[config.mk]
export PLATFORM = sky130hd
export DESIGN_NAME = mem_access_ctrl
export DESIGN_NICKNAME = d
export VERILOG_FILES = /design/src/rtl/mem_access_ctrl.sv
export SDC_FILE = /design/constraint.sdc
export NUM_CORES = 1
export LEC_CHECK = 0
export ABC_CLOCK_PERIOD_IN_PS = 3870
export BUFFER_PORTS_ARGS = -buffer_cell sky130_fd_sc_hd__buf_2
export CORE_UTILIZATION = 50
export CTS_CLUSTER_DIAMETER = 40
export DETAILED_ROUTE_END_ITERATION = 10
export PLACE_DENSITY = 0.74
export SLEW_MARGIN = 5
export SYNTH_ARGS = -nofsm -noshare
export SYNTH_HDL_FRONTEND = slang
export SYNTH_SLANG_ARGS = --single-unit
[constraint.sdc]
create_clock -name clk -period 3.87 [get_ports clk]
set_clock_uncertainty 0.05 [all_clocks]
set_input_delay 0.1935 -clock clk [delete_from_list [all_inputs] [get_ports clk]]
set_output_delay 0.1935 -clock clk [all_outputs]
set_load 0.03 [all_outputs]
[src/rtl/mem_access_ctrl.sv]
// mem_access_ctrl: MEM stage with req/ack bus master, posted-store buffer, load extension and misalign detect.
// Define STORE_FWD_EN to forward full-word buffered stores to matching loads.
module mem_access_ctrl #(
   parameter int XLEN     = 32,
   parameter int SB_DEPTH = 4
) (
   input  logic              clk,
   input  logic              rst,
   input  logic              in_valid,
   output logic              in_ready,
   input  logic              mem_wEn,
   input  logic              mem_rEn,
   input  logic              load_extend_sign,
   input  logic              branch_op,
   input  logic [1:0]        MemSize,
   input  logic [XLEN-1:0]   PC,
   input  logic [XLEN-1:0]   imm32,
   input  logic [XLEN-1:0]   Rdata2,
   input  logic [XLEN-1:0]   ALU_result,
   output logic              out_valid,
   output logic [XLEN-1:0]   DataWord,
   output logic              branch_jump_flag,
   output logic [XLEN-1:0]   branch_target_pc,
   output logic              misalign_err,
   output logic              sb_empty,
   output logic              dm_req,
   output logic              dm_we,
   output logic [XLEN-1:0]   dm_addr,
   output logic [XLEN-1:0]   dm_wdata,
   output logic [XLEN/8-1:0] dm_be,
   input  logic              dm_ack,
   input  logic [XLEN-1:0]   dm_rdata
);
   localparam int BW = XLEN / 8;
   localparam int AW = $clog2(SB_DEPTH);
   localparam int CW = $clog2(SB_DEPTH + 1);

   typedef enum logic [1:0] {IDLE, LOAD, STORE} state_t;
   state_t state, state_nx;

   logic [XLEN-1:0] sb_addr [SB_DEPTH];
   logic [BW-1:0]   sb_be   [SB_DEPTH];
   logic [XLEN-1:0] sb_data [SB_DEPTH];
   logic [AW-1:0]   head, tail, fidx;
   logic [CW-1:0]   cnt;
   logic            ld_pend, ld_sign;
   logic [1:0]      ld_size;
   logic [XLEN-1:0] ld_addr, lq_addr, st_wdata;
   logic [BW-1:0]   st_be;
   logic            is_st, is_ld, mis, sb_full, deq, enq, acc, inc_ld, fwd, lq_valid, haz;
   logic            issue_ld, issue_st, ld_done;

   function automatic logic [XLEN-1:0] ext(input logic [XLEN-1:0] d, input logic [1:0] a,
                                           input logic [1:0] sz, input logic s);
      logic [7:0]  b;
      logic [15:0] h;
      b   = d[{a, 3'b000} +: 8];
      h   = d[{a[1], 4'b0000} +: 16];
      ext = sz == 2'b00 ? {{(XLEN-8){s & b[7]}}, b} :
            sz == 2'b01 ? {{(XLEN-16){s & h[15]}}, h} : d;
   endfunction

   assign is_st    = mem_wEn;
   assign is_ld    = mem_rEn & ~mem_wEn;
   assign mis      = (is_st | is_ld) &
                     ((MemSize == 2'b01 & ALU_result[0]) | (MemSize[1] & |ALU_result[1:0]));
   assign sb_full  = cnt == CW'(SB_DEPTH);
   assign sb_empty = cnt == '0;
   assign deq      = state == STORE & dm_ack;
   assign ld_done  = state == LOAD & dm_ack;
   assign in_ready = ~ld_pend & ~(is_st & ~mis & sb_full & ~deq);
   assign acc      = in_valid & in_ready;
   assign enq      = acc & is_st & ~mis;
   assign inc_ld   = acc & is_ld & ~mis;
   assign lq_addr  = ld_pend ? ld_addr : ALU_result;
   assign lq_valid = ld_pend | (inc_ld & ~fwd);
   assign st_be    = MemSize == 2'b00 ? BW'(1) << ALU_result[1:0] :
                     MemSize == 2'b01 ? BW'(3) << {ALU_result[1], 1'b0} : '1;
   assign st_wdata = MemSize == 2'b00 ? {BW{Rdata2[7:0]}} :
                     MemSize == 2'b01 ? {(XLEN/16){Rdata2[15:0]}} : Rdata2;

   // scan oldest to youngest so fidx ends on the youngest word-address match
   always_comb begin
      haz  = 1'b0;
      fidx = '0;
      for (int i = 0; i < SB_DEPTH; i++)
         if (CW'(i) < cnt && sb_addr[head + AW'(i)][XLEN-1:2] == lq_addr[XLEN-1:2]) begin
            haz  = 1'b1;
            fidx = head + AW'(i);
         end
   end

`ifdef STORE_FWD_EN
   assign fwd = inc_ld & haz & (&sb_be[fidx]);
`else
   assign fwd = 1'b0;
`endif

   always_comb begin
      state_nx = state;
      issue_ld = 1'b0;
      issue_st = 1'b0;
      if (state == IDLE) begin
         issue_ld = lq_valid & ~haz;
         issue_st = ~issue_ld & ~sb_empty;
         state_nx = issue_ld ? LOAD : issue_st ? STORE : IDLE;
      end else if (dm_ack)
         state_nx = IDLE;
   end

   always_ff @(posedge clk)
      if (rst) state <= IDLE;
      else     state <= state_nx;

   always_ff @(posedge clk) begin
      if (rst) begin
         cnt              <= '0;
         head             <= '0;
         tail             <= '0;
         ld_pend          <= 1'b0;
         ld_sign          <= 1'b0;
         ld_size          <= '0;
         ld_addr          <= '0;
         dm_req           <= 1'b0;
         dm_we            <= 1'b0;
         dm_addr          <= '0;
         dm_wdata         <= '0;
         dm_be            <= '0;
         out_valid        <= 1'b0;
         DataWord         <= '0;
         branch_jump_flag <= 1'b0;
         branch_target_pc <= '0;
         misalign_err     <= 1'b0;
      end else begin
         cnt <= cnt + CW'(enq) - CW'(deq);
         if (enq) begin
            sb_addr[tail] <= {ALU_result[XLEN-1:2], 2'b00};
            sb_be[tail]   <= st_be;
            sb_data[tail] <= st_wdata;
            tail          <= tail + 1'b1;
         end
         if (deq) head <= head + 1'b1;
         if (inc_ld & ~fwd) begin
            ld_pend <= 1'b1;
            ld_addr <= ALU_result;
            ld_size <= MemSize;
            ld_sign <= load_extend_sign;
         end else if (ld_done)
            ld_pend <= 1'b0;
         if (issue_ld | issue_st) begin
            dm_req   <= 1'b1;
            dm_we    <= issue_st;
            dm_addr  <= issue_st ? sb_addr[head] : {lq_addr[XLEN-1:2], 2'b00};
            dm_be    <= issue_st ? sb_be[head] : '1;
            dm_wdata <= issue_st ? sb_data[head] : '0;
         end else if (state != IDLE & dm_ack) begin
            dm_req <= 1'b0;
            dm_we  <= 1'b0;
         end
         out_valid        <= (acc & ~(inc_ld & ~fwd)) | ld_done;
         misalign_err     <= acc & mis;
         branch_jump_flag <= acc & branch_op & ALU_result[0];
         branch_target_pc <= acc & branch_op & ALU_result[0] ? PC + imm32 : '0;
         if (ld_done)
            DataWord <= ext(dm_rdata, ld_addr[1:0], ld_size, ld_sign);
         else if (acc)
            DataWord <= mis ? '0 :
                        fwd ? ext(sb_data[fidx], ALU_result[1:0], MemSize, load_extend_sign) : ALU_result;
      end
   end
endmodule

==> metrics.md, run 1 <==
| Metric | Value |
|---|---|
| Arrival time of the worst setup path | 4180 ps |
| Largest area contributor in the netlist | edfxtp_1 |
| Antenna Nets Post-Route | 0 |
| Placed Area | 25,100 um2 |
| Die area | between 40,000 and 50,000 um2 |
| Max Slew Vio Count | 0 |
| Slew margin rel. | 0.164 |
| Core Area | 44,500 um2 |
| Synth top area share | 0.349 |
| Unrepaired setup endpoints after global routing | no |
| Final min period | approximately 3700 ps |
| Skew-Pair Late Insertion Delay | 600 ps |
| Hold Fails Final Rpt | 0 |
| CTS root buf | clkbuf_16 |
| Sequential power share | 0.346 |
| Post-Synthesis Cells | 1,715 |
| R2R cell count | 13 |
| Vias per cell | about 6.2 |
| Clock Power Share | 0.385 |
| H-tree levels | 3 |
| Yosys warnings | 0 |
| Crit path launch | head[0] |
| Psw | around 5300 uW |
| Routability cong. | 0.970 |
| Setup slack, reg-to-reg | 160 ps |
| Nets | between 2,000 and 2,500 |
| First-pass GRT wire length | 105 mm |
| Area contributors post-synth | edfxtp_1 35%, mux4_2 16%, dfxtp_1 16%, xnor2_1 3.4%, mux2i_1 2.4% |
| Synth Area per Inst | around 13 um2 |
| Cell count after placement | 2,571 |
| Fill cells | 3,311 |
| Initial Utilization | 0.510 |
| Post-synth EDFFs | 264 |
| Post-Syn Area | roughly 23,000 um2 |
| Ys flop type | edfxtp_1 |
| Gr usage total | 0.302 |
| Initial antenna violation count | 1 |
| Power Internal | ~11,000 uW |
| Peak supply drop | 0.343 mV |
| Routed wire per std cell | 25.1 um |
| Drt initial violations | 1,839 |
| Crit end category | flip-flop |
| Top-Level Pins | a little over 300 |
| PD cells | 574 nW/um2 |
| Maximum clock path buffer count | 3 |
| Leakage | roughly 0.011 uW |
| Multi-input gate area | 10,400 um2 |
| Vias in the first global route | roughly 17,000 |
| CP Data Required Time | ~4300 ps |
| Top-count cell post-synth | edfxtp_1 |
| Slowest CP cell | a2111oi_1 |
| Crit-path max FO | 32 |
| HP Class | in -> reg |
| Combinational share of power | 0.269 |
| Post-route insts no fill | 2,793 |
| Crit Path Class | reg -> reg |
| Crit share post-route | 0.958 |
| Most frequent CP cell | buf_12 |
| Layout cells sized above 1 | 0.333 |
| Fin area | 28,300 um2 |
| Port-buffer cells | 306 |
| Final Power | between 15,000 and 20,000 uW |
| CTS sink cnt | 446 |
| Die width | roughly 220 um |
| Sequential area share after synthesis | 0.510 |
| Clock transition at the registers of the reported paths | 50 ps |
| Status | finished, final reports clean |
| #FFs+latches synth | 446 |
| Critical-path cell list | buf_4 -> mux4_2 -> xnor2_1 -> a2111oi_1 -> nand4_1 -> a2bb2oi_1 -> nor2_4 -> o21a_1 -> buf_12 -> inv_2 -> nor2_2 -> buf_12 -> a22o_1 |
| Highest clock rate | 270 MHz |
| Total wire length | 70.2 mm |
| CP Capture Point | dm_wdata[23] |
| Netlist cell types | 64 |
| Crit start category | flip-flop |
| Sw Ratio | 0.328 |
| Hold slack final | 21.3 ps |
| FF+latch area | approximately 12,000 um2 |
| Pre-antenna DRT Iters | 5 |
| Slew @ Worst Pin | 1250 ps |
| Setup TNS | 0 ps |
| CP top delay family | compound AO/OA/AOI/OAI gates |
| CTS buffer count | 71 |
| Chip Height | 215 um |
| CP max stage delay | 540 ps |
| CTS tree | done |
| Worst flop-to-flop path startpoint | head[0] |
| P&R area growth vs syn | 24.8% |
| Asr flop ratio synth | 0 |
| GRT Residual Overflow | 0 |
| Detail Placement HPWL | ~48 mm |
| Number of max-cap violations | 0 |
| Final setup vio count | 0 |
| DRC violations left | 0 |
| Levels on crit path | 13 |
| Largest net degree at the start of global routing | between 70 and 80 |
| RR Endpoint | dm_wdata[23] |
| CP Buf/Inv Count | 4 |
| Synth top cells by count | 264 x edfxtp_1, 182 x dfxtp_1, 163 x mux4_2 |
| Via count | 17,368 |
| Num rows | 77 |
## state kept, by name (all words and copies together) (netlist names), named ones only
signal            flops
dm_wdata             32
dm_req                1
ld_addr              32
cnt                   3
branch_jump_flag      1
ld_size               2
misalign_err          1
sb_be                16
tail                  2
sb_data             128
dm_we                 1
ld_sign               1
head                  2
dm_be                 4
DataWord             32
state                 2
branch_target_pc     32
out_valid             1
sb_addr             120
dm_addr              30
ld_pend               1
## per-stage QoR
stage          worst slack [ps]   util
3_5_place_dp                141  0.564
4_1_cts                     113  0.634
2_1_floorplan               359      -
5_1_grt                    16.3  0.636
6_report                    163  0.636
3_3_place_gp                161  0.564
## tightest hold or removal path, cell delays in order
cell and delay (ps):
buf_2 80, ha_1 160, nor2b_1 60, nor3_1 110
## layout by cell type, fill, tap and decap left out, types with 12 or more instances in the layout
cell type,synthesis,final
inv_6,0,13
nor2_1,127,127
xnor2_1,87,87
o211ai_1,34,34
a211oi_1,20,20
a22o_1,32,32
clkbuf_16,0,74
a21oi_1,87,86
dfxtp_1,182,177
ha_1,39,39
a21o_1,19,19
o21ai_0,73,73
nand3_1,12,12
nor4_1,22,21
edfxtp_1,264,264
mux2_2,17,17
mux2i_1,55,55
nand4_1,16,16
mux4_2,163,163
dlygate4sd3_1,0,79
nand2_1,116,116
mux2i_2,27,27
buf_2,8,305
inv_1,21,21
buf_12,0,17
xor2_1,60,60
nor3_1,20,19
buf_4,16,61
## repair_timing
item / CTS / global route
endpoints found under the setup margin: 0 / 61
endpoints found under the hold margin: 287 / 0
hold buffers: 79 / 0
buffers inserted: 0 / 10
gates resized for setup: 0 / 2
## area by class of cell
cell class	count	share of cell area
Inverter	22	0.00291
Multi-Input combinational cell	1138	0.369
Antenna cell	2	0.000177
Sequential cell	446	0.409
Tap cell	592	0.0261
Clock buffer	82	0.0668
Timing Repair Buffer	462	0.110
Clock inverter	49	0.0163
## worst min path at each step
stage | start | end | cells after the start
floorplan | ALU_result[2] | sb_addr[0][0] | 0
global placement | load_extend_sign | ld_sign | 3
detailed placement | load_extend_sign | ld_sign | 3
CTS | Rdata2[30] | sb_data[3][30] | 3
global route | Rdata2[30] | sb_data[1][30] | 3
finish | imm32[2] | branch_target_pc[2] | 4
## cell families (layout without fill, tap and decap cells)
| logic type | count (synthesis) | count (layout) | synth area share |
|---|---|---|---|
| compound gates | 325 | 325 | 0.0934 |
| xor+xnor | 147 | 147 | 0.0567 |
| fa+ha+maj | 41 | 41 | 0.0233 |
| buf+inv | 132 | 615 | 0.0314 |
| flops | 446 | 446 | 0.510 |
| mux | 265 | 265 | 0.214 |
| other cells | 1 | 4 | 0.000165 |
| simple gates | 358 | 358 | 0.0717 |
## layer usage
layer,GRT usage,part of all wire
met2,0.473,0.46
met1,0.368,0.37
met3,0.115,0.12
met4,0.148,0.044
met5,0,0
## power groups by stage
| stage | logic, uW | registers [uW] | clock network (uW) |
|---|---|---|---|
| after floorplan | 2370 | 6200 | 0 |
| after CTS | 4270 | 5640 | 6340 |
| after detailed placement | 4180 | 5730 | 0 |
| after global placement | 4130 | 5710 | 0 |
| after global routing | 4620 | 5660 | 6540 |
| final | 4380 | 5630 | 6260 |
No activity file was read; power rests on OpenSTA's default activity.
==> inputs of run 2 (changes only) <==
Settings changed: REMOVE_ABC_BUFFERS from default to 1.
==> run 2 against run 1 <==
Net effect:
- combinational power is 3% lower
- setup slack better by 99 ps
- wire length is 4.1% lower
- die area stayed put
- register-to-register slack better by 99 ps
- cell count is 0.54% higher
- first-iteration DRC count is 14% lower
- sequential share of layout area is 0.61 points lower
- non-clock buffer count is 7 higher
- maximum frequency is 2.7% higher
- via count is 1.3% lower
- largest cell class unchanged
==> metrics.md, run 2 (same netlist as run 1, synthesis figures left out) <==
| Metric | Value |
|---|---|
| Post-route insts no fill | 2,808 (+0.54%) |
| Pre-antenna DRT Iters | 6 (+1) |
| Antenna Nets Post-Route | 0 (unchanged) |
| Final min period | 3610 ps (-99.2 ps) |
| Biggest register | sb_data |
| Die area | 46,300 um2 (unchanged) |
| Setup TNS | 0 ps (unchanged) |
| Maximum clock path buffer count | 3 (unchanged) |
| Crit start category | flip-flop |
| Skew-Pair Late Insertion Delay | 610 ps (about the same) |
| Peak supply drop | 0.398 mV (+16%) |
| Slew margin rel. | 0.298 (+0.134) |
| Port-buffer cells | 306 (unchanged) |
| Crit path launch | ld_pend |
| Vias per cell | 6.11 (-1.8%) |
| Max Slew Vio Count | 0 (unchanged) |
| Status | finished, final reports clean |
| Slowest CP cell | dfxtp_2 |
| Worst flop-to-flop path startpoint | ld_pend |
| Gr usage total | 0.291 (-0.0115) |
| P&R area growth vs syn | 26.6% |
| DRC violations left | 0 (unchanged) |
| PD cells | 585 nW/um2 (+1.9%) |
| Placed Area | 25,000 um2 (-0.18%) |
| Layout cells sized above 1 | 0.329 (-0.00467) |
| First-pass GRT wire length | 102 mm (-2.4%) |
| Crit Path Class | reg -> reg |
| Routed wire per std cell | 24.0 um (-4.6%) |
| Crit-path max FO | 29 (-9.4%) |
| Worst Slack Setup Final | 262 ps (+99.2 ps) |
| Fill cells | 3,276 (-1.1%) |
| Most frequent CP cell | buf_12 |
| Chip Height | 215 um (unchanged) |
| Num rows | 77 (unchanged) |
| R2R cell count | 12 (-1) |
| Largest net degree at the start of global routing | 75 (+4.2%) |
| GRT Residual Overflow | 0 (unchanged) |
| Initial Utilization | 0.510 (unchanged) |
| Routed length on met2 | 31.7 mm (-2.7%) |
| Drt initial violations | 1,582 (-14%) |
| Met3 WL | 6.81 mm (-21%) |
| RR Endpoint | dm_addr[20] |
| Multi-input gate area | 10,500 um2 (+0.12%) |
| Routability cong. | 0.959 (-1.1%) |
| Dpl ws | 178 ps (+36.8 ps) |
| CTS tree | done |
| CP max stage delay | 620 ps (+80 ps) |
| Unrepaired setup endpoints after global routing | no |
| Highest clock rate | 277 MHz (+2.7%) |
| Final setup vio count | 0 (unchanged) |
| Top-Level Pins | 309 (unchanged) |
| Arrival time of the worst setup path | 4020 ps (-160 ps) |
| CP Data Required Time | 4280 ps (-60 ps) |
| Total wire length | 67.3 mm (-4.1%) |
| Nets | 2,363 (+0.47%) |
| FF+latch area | 11,600 um2 (about the same) |
| Core Area | 44,500 um2 (unchanged) |
| Crit end category | flip-flop |
| Setup bufs post-CTS | 0 (unchanged) |
| Initial antenna violation count | 2 (+1) |
| Number of flip-flops in the largest register | 128 (unchanged) |
| Top flop regs | sb_data: 128 flops, sb_addr: 120 flops |
| Die width | 215 um (unchanged) |
| Most frequent cells in the layout | 305 x buf_2, 264 x edfxtp_1, 177 x dfxtp_1, 163 x mux4_2, 127 x nor2_1 |
| Via count | 17,148 (-1.3%) |
| H-tree levels | 3 (unchanged) |
| CTS buffer count | 75 (+5.6%) |
| Critical-path cell list | buf_12 -> mux2i_2 -> xnor2_1 -> nor4_1 -> nand4_1 -> a2bb2oi_1 -> nor2_4 -> o21ai_1 -> and2_2 -> buf_12 -> mux2i_1 -> nor2_1 |
| CP Capture Point | dm_addr[20] |
| Clock transition at the registers of the reported paths | 60 ps (about the same) |
| CTS sink cnt | 446 (unchanged) |
| Leakage | 0.0107 uW (+1.4%) |
| Setup slack, reg-to-reg | 260 ps (+100 ps) |
| Hold Fails Final Rpt | 0 (unchanged) |
| Number of max-cap violations | 0 (unchanged) |
| Max layer used | met4 |
| Cell count after placement | 2,565 (-0.23%) |
| Detail Placement HPWL | 44.5 mm (-8.2%) |
| CTS root buf | clkbuf_16 |
| Wire length on met1 | 26.1 mm (+0.90%) |
| HP Class | in -> reg |
| Crit share post-route | 0.932 (-0.0256) |
| Most common cell after layout, fill and taps aside | buf_2 |
| Fin area | 28,800 um2 (+1.5%) |
| Slew @ Worst Pin | 1050 ps (-209 ps) |
| Vias in the first global route | 17,448 (-0.29%) |
## run 2: timing repair
action / in CTS / in global routing
endpoints found under the hold margin: 320 / 0
hold buffers: 102 / 0
resized for setup: 0 / 3
endpoints found under the setup margin: 0 / 61
## run 2: worst min path at each step
stage,start,endpoint,slack [ps],depth (start not counted)
final,dm_rdata[5],DataWord[5],30,5
after global routing,dm_rdata[27],DataWord[27],40,5
after detailed placement,Rdata2[2],sb_data[0][2],400,1
after CTS,dm_rdata[17],DataWord[17],3,5
after global placement,Rdata2[6],sb_data[0][6],400,1
after floorplan,rst,dm_we,210,1
## run 2: per-stage QoR
stage	total power [uW]	util	hold slack, ps
detailed placement	9840	0.563	398
floorplan	8430	-	213
finish	16800	0.646	25.7
global route	17400	0.646	44.6
global placement	9780	0.563	397
CTS	16900	0.645	3.45
## run 2: per-layer routing
layer | vias to the layer above | track usage
li1 | 7528 | -
met4 | 0 | 0.136
met1 | 8489 | 0.374
met5 | - | 0
met2 | 977 | 0.461
met3 | 154 | 0.0757
## run 2: final cells by class
| type | instances | area share |
|---|---|---|
| repair buffers | 469 | 0.112 |
| well taps | 592 | 0.0258 |
| flip-flops and latches | 446 | 0.403 |
| inverters | 22 | 0.00287 |
| clock buffers | 86 | 0.0692 |
| clock inverters | 54 | 0.0235 |
| multi-input cells | 1138 | 0.364 |
| diodes | 1 | 0.0000870 |
## run 2: power breakdown
| group | internal (uW) | switching (uW) |
|---|---|---|
| registers | 5390 | 242 |
| logic | 1680 | 2580 |
| clock network | 4390 | 2530 |
| total | 11500 | 5350 |
## run 2: critical path: cells and delay by family, from the launching register on
kind / cells / cell delay, ps
compound gates: 2 / 320
xor+xnor: 1 / 170
buf+inv: 2 / 490
flops: 1 / 620
mux: 2 / 600
simple gates: 5 / 1200
==> inputs of run 3 (changes only) <==
Settings changed: CORE_UTILIZATION 50 to 45, PLACE_DENSITY 0.74 to 0.67.
==> run 3 against run 2 <==
Net effect:
- core utilization shrank 6.4 points
- register-to-register slack hardly changed
- die area rose by 11%
- combinational power about the same
- sequential power about the same
- first-iteration DRC count shrank 12%
- sequential cell count stayed put
- cell count up 2.1%
- largest cell class unchanged
- total power increased by 0.24%
- sequential share of layout area is essentially flat
- maximum frequency fell by 0.37%
==> metrics.md, run 3 (same netlist as run 1, synthesis figures left out) <==
| Metric | Value |
|---|---|
| Hold Fails Final Rpt | 0 (unchanged) |
| Placed Area | 25,100 um2 (+0.17%) |
| Pre-antenna DRT Iters | 5 (-1) |
| Drt initial violations | 1,396 (-12%) |
| First-pass GRT wire length | 102 mm (-0.44%) |
| HP Class | in -> reg |
| Worst hold path endpoint | DataWord[28] |
| Total wire length | 67.8 mm (+0.69%) |
| Slew margin rel. | 0.183 (-0.115) |
| Hold slack final | 26.1 ps (+0.423 ps) |
| Initial Utilization | 0.460 (-0.0501) |
| Fin area | 28,700 um2 (about the same) |
| Final min period | 3620 ps (+13.5 ps) |
| Crit start category | flip-flop |
| Setup bufs post-CTS | 0 (unchanged) |
| Chip Height | 227 um (+5.4%) |
| Detail Placement HPWL | 45.2 mm (+1.6%) |
| P&R area growth vs syn | 26.6% (about the same) |
| Antenna Nets Post-Route | 0 (unchanged) |
| Number of flip-flops in the largest register | 128 (unchanged) |
| Dpl ws | 276 ps (+98.2 ps) |
| Clock transition at the registers of the reported paths | 50 ps (about the same) |
| RR Endpoint | dm_wdata[1] |
| Multi-input gate area | 10,400 um2 (-0.18%) |
| Slew @ Worst Pin | 1220 ps (+171 ps) |
| CTS tree | done |
| Vias per cell | 5.87 (-3.8%) |
| Number of max-cap violations | 0 (unchanged) |
| Port-buffer cells | 306 (unchanged) |
| GRT Residual Overflow | 0 (unchanged) |
| Leakage | 0.0106 uW (-0.45%) |
| Arrival time of the worst setup path | 4120 ps (+100 ps) |
| Crit end category | flip-flop |
| Biggest register | sb_data |
| Die width | 227 um (+5.4%) |
| Crit-path max FO | 32 (+10%) |
| Top-Level Pins | 309 (unchanged) |
| Crit Path Class | reg -> reg |
| HP Start | dm_rdata[28] |
| Final Power | 16,900 uW (+0.24%) |
| Vias in the first global route | 17,033 (-2.4%) |
| Maximum clock path buffer count | 3 (unchanged) |
| Routed wire per std cell | 23.6 um (-1.4%) |
| Fill cells | 3,954 (+21%) |
| Psw | 5380 uW (+0.44%) |
| PD cells | 586 nW/um2 (+0.28%) |
| Sw Ratio | 0.319 (+0.000614) |
| Via count | 16,831 (-1.8%) |
| Status | finished, final reports clean |
| DRC violations left | 0 (unchanged) |
| Cts repair resizes | 0 (unchanged) |
| Most common cell after layout, fill and taps aside | buf_2 |
| Top flop regs | sb_data: 128 flops, sb_addr: 120 flops |
| Initial antenna violation count | 3 (+1) |
| Layout cells sized above 1 | 0.330 (+0.00103) |
| Highest clock rate | 276 MHz (-0.37%) |
| Power Internal | 11,500 uW (+0.15%) |
| CTS buffer count | 77 (+2.7%) |
| Nets | 2,350 (-0.55%) |
| Worst Slack Setup Final | 248 ps (-13.5 ps) |
| R2R cell count | 13 (+1) |
| Sequential power share | 0.334 (about the same) |
| Skew-Pair Late Insertion Delay | 600 ps (about the same) |
| Clock Power Share | 0.413 (about the same) |
| FF+latch area | 11,600 um2 (unchanged) |
| Setup slack, reg-to-reg | 250 ps (about the same) |
| Die area | 51,300 um2 (+11%) |
| Largest net degree at the start of global routing | 67 (-11%) |
| CP Data Required Time | 4370 ps (+90 ps) |
| Combinational share of power | 0.252 (-0.002) |
| Peak supply drop | 0.361 mV (-9.3%) |
| Max Slew Vio Count | 0 (unchanged) |
| Num rows | 81 (+5.2%) |
| H-tree levels | 3 (unchanged) |
| Worst Hold Path Cells | 5 (unchanged) |
| Gr usage total | 0.267 (-0.0232) |
| # diodes | 0 (-1) |
| Final setup vio count | 0 (unchanged) |
| Most frequent cells in the layout | 305 x buf_2, 264 x edfxtp_1, 177 x dfxtp_1, 163 x mux4_2, 127 x nor2_1 |
| Crit share post-route | 0.936 (+0.00349) |
| CTS sink cnt | 446 (unchanged) |
| Unrepaired setup endpoints after global routing | no |
| Core Area | 49,400 um2 (+11%) |
| CTS root buf | clkbuf_16 |
| Routability cong. | 0.921 (-4.0%) |
## run 3: cell count changes in the layout (fill, tap and decap cells not counted), sizes merged
| cell | delta |
|---|---|
| bufinv | -5 |
| buf | -8 |
| inv | +5 |
| diode | -1 |
| dlygate4sd3 | -7 |
| clkinv | -9 |
| clkbuf | +8 |
| clkinvlp | +3 |
## run 3: critical path, stage by stage (launching register included)
cell and delay (ps):
dfxtp_4 520, buf_12 260, mux4_2 560, xor2_1 200
nand4_1 140, nor4_1 430, nand4_1 240, o221ai_2 150
o21a_1 240, buf_12 180, inv_2 60, nor2_2 120
buf_12 210, a22o_1 150
## run 3: how the worst max path moves through the flow
stage                               to  slack [ps]
final                      dm_wdata[1]         250
after global routing       dm_wdata[4]         110
after CTS                 dm_wdata[12]         250
after detailed placement   dm_wdata[1]         280
after global placement    dm_wdata[30]         260
after floorplan           dm_wdata[30]       -3070
## run 3: cell type report
class                      instances  area share
timing repair buffer             454       0.108
clock buffer                      94      0.0762
clock inverter                    48      0.0180
inverter                          22     0.00287
tap                              664      0.0289
sequential                       446       0.403
multi-input combinational       1138       0.363
## run 3: routing by layer
metal	vias to the layer above	part of all wire	GRT usage
met2	879	0.47	0.425
met5	-	0.00019	0
met3	135	0.098	0.0762
met1	8328	0.40	0.351
li1	7487	-	-
met4	2	0.030	0.0915
## run 3: what timing repair did
item,CTS,global route
hold endpoints to repair,315,0
setup endpoints to repair,0,0
hold buffers,95,0
## run 3: power by group through the flow
stage / registers, uW / clock network, uW / logic [uW]
2_1_floorplan: 6350 / 0 / 2080
3_3_place_gp: 5720 / 0 / 4110
3_5_place_dp: 5720 / 0 / 4170
4_1_cts: 5640 / 7050 / 4260
5_1_grt: 5670 / 7280 / 4520
6_report: 5630 / 6960 / 4250
## run 3: metrics by stage
step / util / cells / TNS (ps)
floorplan: - / 1606 / -501290
global placement: 0.508 / 2629 / 0
detailed placement: 0.508 / 2629 / 0
CTS: 0.582 / 2866 / 0
global route: 0.582 / 2866 / 0
finish: 0.582 / 2866 / 0
